<file path="config.mk">
export PLATFORM = sky130hd
export DESIGN_NAME = core1_sequencer
export DESIGN_NICKNAME = d
export VERILOG_FILES = /design/src/rtl/core1_sequencer.sv
export SDC_FILE = /design/constraint.sdc
export NUM_CORES = 2
export LEC_CHECK = 0
export BUFFER_PORTS_ARGS = -buffer_cell sky130_fd_sc_hd__buf_2
export CORE_AREA = 2 2 599 601
export CTS_CLUSTER_SIZE = 24
export DETAILED_ROUTE_END_ITERATION = 8
export DIE_AREA = 0 0 601 603
export HOLD_SLACK_MARGIN = 0.02
export MAX_ROUTING_LAYER = met4
export PLACE_DENSITY = 0.36
export SYNTH_ARGS = -nofsm -noshare
export SYNTH_HDL_FRONTEND = slang
export SYNTH_SLANG_ARGS = --single-unit
</file>
<file path="constraint.sdc">
create_clock -name clk -period 5.03 [get_ports clk]
set_input_delay 0 -clock clk [delete_from_list [all_inputs] [get_ports clk]]
set_output_delay 0 -clock clk [all_outputs]
set_load 0.1 [all_outputs]
</file>
<file path="src/rtl/core1_sequencer.sv">
`default_nettype none
// core1_sequencer: command/response front end for the Core1 GF(2^m) datapath.
// Drives select/A/B for CORE_LAT cycles per step; MULADD chains a LUT multiply into an XOR.
module core1_sequencer #(
  parameter int unsigned CORE_LAT = 1,
  parameter logic [2:0]  SQR      = 3'd1,
  parameter logic [2:0]  XOR      = 3'd2,
  parameter logic [2:0]  LUT      = 3'd3,
  parameter logic [2:0]  MASK     = 3'd4,
  parameter logic [2:0]  MULADD   = 3'd5
) (
  input  logic         clk,
  input  logic         rst_n,
  input  logic         cmd_valid,
  output logic         cmd_ready,
  input  logic [2:0]   cmd_op,
  input  logic [255:0] cmd_a,
  input  logic [255:0] cmd_b,
  output logic [2:0]   core_sel,
  output logic [255:0] core_a,
  output logic [255:0] core_b,
  input  logic [127:0] core_c,
  input  logic [127:0] core_d,
  output logic         rsp_valid,
  input  logic         rsp_ready,
  output logic [127:0] rsp_c,
  output logic [127:0] rsp_d,
  output logic         rsp_err
);

  typedef enum logic [1:0] {IDLE, EXEC1, EXEC2, RESP} state_t;

  localparam logic [3:0] LAST = 4'(CORE_LAT - 1);

  state_t         state_q, state_d;
  logic [3:0]     cnt_q, cnt_d;
  logic [2:0]     op_q, op_d;
  logic [127:0]   a_hi_q, a_hi_d;
  logic [127:0]   b_hi_q, b_hi_d;
  logic           cmd_ready_q, cmd_ready_d;
  logic [2:0]     core_sel_q, core_sel_d;
  logic [255:0]   core_a_q, core_a_d;
  logic [255:0]   core_b_q, core_b_d;
  logic           rsp_valid_q, rsp_valid_d;
  logic [127:0]   rsp_c_q, rsp_c_d;
  logic [127:0]   rsp_d_q, rsp_d_d;
  logic           rsp_err_q, rsp_err_d;
  logic           cmd_legal;

  assign cmd_legal = (cmd_op == SQR) || (cmd_op == XOR) || (cmd_op == LUT) ||
                     (cmd_op == MASK) || (cmd_op == MULADD);

  always_comb begin
    state_d     = state_q;
    cnt_d       = cnt_q;
    op_d        = op_q;
    a_hi_d      = a_hi_q;
    b_hi_d      = b_hi_q;
    cmd_ready_d = 1'b0;
    core_sel_d  = core_sel_q;
    core_a_d    = core_a_q;
    core_b_d    = core_b_q;
    rsp_valid_d = rsp_valid_q;
    rsp_c_d     = rsp_c_q;
    rsp_d_d     = rsp_d_q;
    rsp_err_d   = rsp_err_q;

    case (state_q)
      IDLE: begin
        cmd_ready_d = 1'b1;
        if (cmd_valid && cmd_ready_q) begin
          cmd_ready_d = 1'b0;
          op_d        = cmd_op;
          a_hi_d      = cmd_a[255:128];
          b_hi_d      = cmd_b[255:128];
          if (cmd_legal) begin
            // Core inputs are registered on the accept edge so they are live in cycle 1.
            state_d    = EXEC1;
            cnt_d      = 4'd0;
            core_sel_d = (cmd_op == MULADD) ? LUT : cmd_op;
            core_a_d   = cmd_a;
            core_b_d   = cmd_b;
          end else begin
            state_d     = RESP;
            rsp_valid_d = 1'b1;
            rsp_err_d   = 1'b1;
            rsp_c_d     = '0;
            rsp_d_d     = '0;
          end
        end
      end

      EXEC1: begin
        if (cnt_q == LAST) begin
          cnt_d = 4'd0;
          if (op_q == MULADD) begin
            state_d    = EXEC2;
            core_sel_d = XOR;
            core_a_d   = {core_c, core_d};
            core_b_d   = {a_hi_q, b_hi_q};
          end else begin
            state_d     = RESP;
            core_sel_d  = '0;
            core_a_d    = '0;
            core_b_d    = '0;
            rsp_valid_d = 1'b1;
            rsp_err_d   = 1'b0;
            rsp_c_d     = (op_q == MASK) ? 128'd0 : core_c;
            rsp_d_d     = (op_q == MASK) ? {64'd0, core_d[63:0]} : core_d;
          end
        end else begin
          cnt_d = cnt_q + 4'd1;
        end
      end

      EXEC2: begin
        if (cnt_q == LAST) begin
          cnt_d       = 4'd0;
          state_d     = RESP;
          core_sel_d  = '0;
          core_a_d    = '0;
          core_b_d    = '0;
          rsp_valid_d = 1'b1;
          rsp_err_d   = 1'b0;
          rsp_c_d     = core_c;
          rsp_d_d     = core_d;
        end else begin
          cnt_d = cnt_q + 4'd1;
        end
      end

      RESP: begin
        if (rsp_ready) begin
          state_d     = IDLE;
          rsp_valid_d = 1'b0;
          cmd_ready_d = 1'b1;
        end
      end

      default: state_d = IDLE;
    endcase
  end

  always_ff @(posedge clk or negedge rst_n) begin
    if (!rst_n) begin
      state_q     <= IDLE;
      cnt_q       <= 4'd0;
      op_q        <= 3'd0;
      a_hi_q      <= '0;
      b_hi_q      <= '0;
      cmd_ready_q <= 1'b0;
      core_sel_q  <= 3'd0;
      core_a_q    <= '0;
      core_b_q    <= '0;
      rsp_valid_q <= 1'b0;
      rsp_c_q     <= '0;
      rsp_d_q     <= '0;
      rsp_err_q   <= 1'b0;
    end else begin
      state_q     <= state_d;
      cnt_q       <= cnt_d;
      op_q        <= op_d;
      a_hi_q      <= a_hi_d;
      b_hi_q      <= b_hi_d;
      cmd_ready_q <= cmd_ready_d;
      core_sel_q  <= core_sel_d;
      core_a_q    <= core_a_d;
      core_b_q    <= core_b_d;
      rsp_valid_q <= rsp_valid_d;
      rsp_c_q     <= rsp_c_d;
      rsp_d_q     <= rsp_d_d;
      rsp_err_q   <= rsp_err_d;
    end
  end

  assign cmd_ready = cmd_ready_q;
  assign core_sel  = core_sel_q;
  assign core_a    = core_a_q;
  assign core_b    = core_b_q;
  assign rsp_valid = rsp_valid_q;
  assign rsp_c     = rsp_c_q;
  assign rsp_d     = rsp_d_q;
  assign rsp_err   = rsp_err_q;

endmodule
`default_nettype wire

</file>
After elaboration in Yosys (flattened, before gate mapping)
Index checks and enable logic that the tools add are counted.
{ "totals": {"reg_bits": 1039, "input_bits": 775, "out_inout_bits": 774, "elab_cells": 102} }
{ "classes": {"add_sub_neg": 1, "n_eq_ne": 17, "mux": 55, "n_reduce_logical": 16} }
{ "ops": {"columns": ["cell", "n"], "rows": [
  ["256-bit 2-to-1 mux", 9],
  ["256-bit case mux with 3 select lines", 2],
  ["128-bit 2-to-1 mux", 10],
  ["128-bit case mux with 3 select lines", 2],
  ["3-bit 2-to-1 mux", 5],
  ["2-bit != test (second input constant)", 7],
  ["3-bit == test (second input constant)", 4],
  ["1-bit 2-to-1 mux", 12],
  ["2-bit 2-to-1 mux", 6],
  ["4-bit 2-to-1 mux", 3],
  ["6-bit AND reduction", 2],
  ["3-bit case mux with 3 select lines", 1],
  ["2-bit case mux with 4 select lines", 1],
  ["4-bit case mux with 2 select lines", 1],
  ["3-bit by 2-bit == test with 1-bit output (second input constant)", 2],
  ["5-bit AND reduction", 1],
  ["4-bit by 1-bit adder with 4-bit output (second input constant)", 1],
  ["2-bit == test (second input constant)", 2],
  ["4-bit zero test", 1],
  ["1-bit logical OR", 4],
  ["1-bit case mux with 4 select lines", 1],
  ["4-bit AND reduction", 1],
  ["3-bit by 1-bit == test with 1-bit output (second input constant)", 1],
  ["1-bit case mux with 3 select lines", 1],
  ["9 further kinds", 9]
]} }

Logic depth before layout (Yosys ltp)
{ "depth": {"word_depth": 8, "mapped_depth": 9, "ltp_nobuf": 6} }

Worst setup path before layout
Ideal clock, no wire load.
{ "synth_path": {"path_type": "register to register", "start": "register cmd_ready_q, in the netlist cmd_ready", "end": "register core_a_q[248], in the netlist core_a[248]", "setup_ps": 125, "arrival_ps": 2485, "required_time_ps": 4905, "slack_ps": 2420, "stages_incl_launch_ff": 8, "n_path_buf": 3, "synth_period_minus_slack_ps": 2610, "cell_sequence": "dfrtp_1 -> nand2_1 -> o31a_1 -> nor3_2 -> buf_2 -> buf_4 -> buf_4 -> mux2_2"} }
{ "synth_between": {"elab_chain_len": 3} }
{ "synth_rtl": {"columns": ["element", "line", "rtl"], "rows": [
  ["start: declaration", "40", "logic cmd_ready_q, cmd_ready_d;"],
  ["start signal: assignment", "165", "cmd_ready_q <= cmd_ready_d;"],
  ["1-bit logical AND", "71", "if (cmd_valid && cmd_ready_q) begin"],
  ["2-bit != test (no source line)", null, null],
  ["5-bit AND reduction (no source line)", null, null],
  ["end signal: assignment", "167", "core_a_q <= core_a_d;"],
  ["end: declaration", "42", "logic [255:0] core_a_q, core_a_d;"]
]} }
Every way passes these cells.
A chain may end at the register's enable or synchronous reset.

Worst setup path after layout
{ "layout_path": {"start": "register state_q[1]", "end": "register core_a_q[112], in the netlist core_a[112]"} }
{ "layout_between": {"elab_chain_len": 3, "elab_cells_between_ends": 10, "classes_between": "eq/ne: 6; mux: 1; reduce/logical: 3"} }
{ "layout_rtl": {"columns": ["element", "line", "rtl"], "rows": [
  ["start: declaration", "35", "state_t state_q, state_d;"],
  ["start signal: assignment", "160", "state_q <= state_d;"],
  ["2-bit by 1-bit == test with 1-bit output, or another cell as far along", "68", "case (state_q)"],
  ["2-bit != test (no source line) / 3-bit nonzero test (equally long branches)", null, null],
  ["5-bit AND reduction (no source line)", null, null]
]} }
Parallel ways exist; a longest one is shown, timed or not.

==> flow_summary.yaml <==
place:
  gp_congestion: 0.905
  dp_hpwl_um: 210000
  place_inst: 9542
  numPortBuffers: 1548
  placed_area_um2: 58900
worst_setup_path:
  cp_max_fo: 145
  critPathLaunch: "state_q[1]$_DFFE_PN0P_"
  end_kind: "flop"
  crit_chain: "inv_1 -> ha_1 -> inv_8 -> buf_12 -> a22o_1 -> dlygate4sd3_1 -> mux2_2 -> dlygate4sd3_1"
  critPathMaxStageDelay_ns: 0.61
  path_class: "flop to flop"
  startpoint_type: "flop"
  crit_required_ns: 5.73
  cp.arrival_ns: 5.01
  cp_slowest_cell: "ha_1"
  r2r_start: "state_q[1]$_DFFE_PN0P_"
  cp_common_cell: "dlygate4sd3_1"
sta:
  hold_viol: 0
  setup_viol: 0
  finalClockSkew_ns: 0.0394
  final_max_slew_viol_count: 0
  fin_crit_ns: 4.30
  tns_ns: 0
  rsz0062_at_grt: "false"
  slew_headroom_pct: 17.5
  min_period_over_period_pct: 85.6
  worst_pin_slew_ns: 1.24
  fmax_ghz: 0.232
detailed_routing:
  antenna_left: 0
  wl_um: 275000
  drt_iter0_drc: 2160
  routed-via-count: 41100
  via_per_inst: 3.67
  drc: 0
  first_pass_iters: 5
  wl_per_cell_um: 24.6
cells_and_area:
  fin_area_um2: 77600
  fin_cells: 11200
  layout.nets: 7121
  syn_to_final_growth_pct: 70.6
  multi_input_area_um2: 17200
  fin_util_pct: 21.8
  final_layout_size_suffix_gt1_share_pct: 39.5
  nFillCells: 38700
  regArea_um2: 26000
synthesis:
  synth.area.top_cells: "dfrtp_1, mux2_2, a22o_1"
  ys_warn_count: 0
  synth_nets: 4198
  synth-edff-count: 0
  synth_top_area_cell: "dfrtp_1"
  syn_area_um2: 45500
  async_flop_share_pct: 100
  yosysSeqAreaShare_pct: 57.1
  avgSynthCellArea_um2: 13.3
  synth-main-ff-cell: "dfrtp_1"
  synthDominantCellAreaShare_pct: 57.1
  yosysUniqueCellTypes: 40
  synthCells: 3415
  synth_common_cells: "dfrtp_1, mux2_2, a22o_1"
  ys_seq_elements: 1039
  synth_most_common_cell: "dfrtp_1"
job:
  max_cap_violations: 0
floorplan:
  fp.dieW_um: 601
  fp-row-count: 219
  die_area_um2: 362000
  ios: 1549
  fp.dieH_um: 603
  core_area_um2: 355000
  initial_core_util_pct: 12.8
grt:
  antenna_found_initial: 65
  grt_max_degree: 146
  grt_use_met3_pct: 4.14
  grt_busiest_layer: "met2"
  grt_overflow: 0
  grt_pass1_vias: 44500
  grt_pass1_wl_um: 376000
  grt_use_met1_pct: 17.2
  met2_usage_pct: 25.4
  grtUsageTotal_pct: 15.1
worst_hold_path:
  holdCritStartpoint: "core_d[8]"
  hold_path.class: "primary input to flop"
clock_network:
  cts_sinks: 1039
  cts_tree: "yes"
  root_buffer: "clkbuf_16"
  clk_pin_slew_worst_paths_ns: 0.06
  clk_latency_ns: 0.81
  h-tree-depth: 4
  numCtsBuffers: 144
  clk_path_buf_depth: 4
outcome:
  outcome: "complete, no violations"
[layout by cell type, fill, tap and decap left out, drive strengths merged, types with 3 or more instances in the layout]
cell,count
dlygate4sd3,1400
buf,1633
nor2,7
nor3,4
o21bai,3
clkinvlp,5
diode,27
inv,271
mux2i,257
dfrtp,1039
a21oi,3
nand2,259
clkbuf,205
a22o,512
nand3,3
mux2,774
bufinv,5
ha,8
clkinv,19
[state kept, by name, indices dropped and copies added (netlist names), 2 cells and up]
name	cells
core_a	256
core_b	256
a_hi_q	128
b_hi_q	128
rsp_c	128
rsp_d	128
cnt_q	4
core_sel	3
op_q	3
state_q	2
[repair_timing]
action	4_1_cts	5_1_grt
setup buffers	0	0
hold buffers	1401	0
gates resized for setup	0	0
endpoints found under the hold margin	1528	0
[worst max-delay path, delay by kind of cell (launching register included)]
kind            cells  cell delay, ns
flops               1            0.44
compound gates      1            0.44
fa+ha+maj           1            0.61
mux                 1            0.25
buf+inv             5            1.85
[final cells by class]
| cell class | count | area share [%] |
|---|---|---|
| diodes | 27 | 0.0870 |
| clock buffers | 205 | 5.37 |
| clock inverters | 36 | 0.616 |
| inverters | 264 | 1.29 |
| multi-input cells | 1856 | 22.1 |
| flip-flops and latches | 1039 | 33.5 |
| well taps | 4751 | 7.66 |
| repair buffers | 3033 | 29.3 |
[routing by layer]
layer	vias to the layer above	wire length [um]
met2	1482	135000
li1	18000	-
met3	449	18900
met1	21200	111000
met5	-	0
met4	0	10000
[path summary, 6_finish.rpt]
check	to	slack [ns]	depth (start not counted)
worst max-delay path	core_a[112]$_DFFE_PN0P_	0.73	8
max in group asynchronous	core_a[77]$_DFFE_PN0P_	3.42	5
min in group asynchronous	rsp_c[53]$_DFFE_PN0P_	0.58	4
worst max register to register	core_a[112]$_DFFE_PN0P_	0.73	8
worst min register to register	core_b[253]$_DFFE_PN0P_	0.48	1
worst min-delay path	rsp_d[8]$_DFFE_PN0P_	0.11	4
[kinds of logic (layout without fill, tap and decap cells)]
family	after synthesis	after routing	share of synthesized area (%)
AOI/OAI and AO/OA	534	534	10.2
and+or+nand+nor	283	283	2.45
buffers and inverters	520	3538	5.14
adders and majority gates	8	8	0.220
muxes	1031	1031	24.8
DFF	1039	1039	57.1
other	0	27	0
[through the flow]
stage	setup WS, ns	hold WS, ns
2_1_floorplan	2.42	-0.296
3_3_place_gp	1.72	0.0841
3_5_place_dp	1.66	0.0864
4_1_cts	0.964	0.0201
5_1_grt	0.753	0.0414
6_report	0.725	0.105
Power is left out: the tool's default activity adds up to more than one toggle a clock period on the data nets, which glitch-free logic cannot reach.
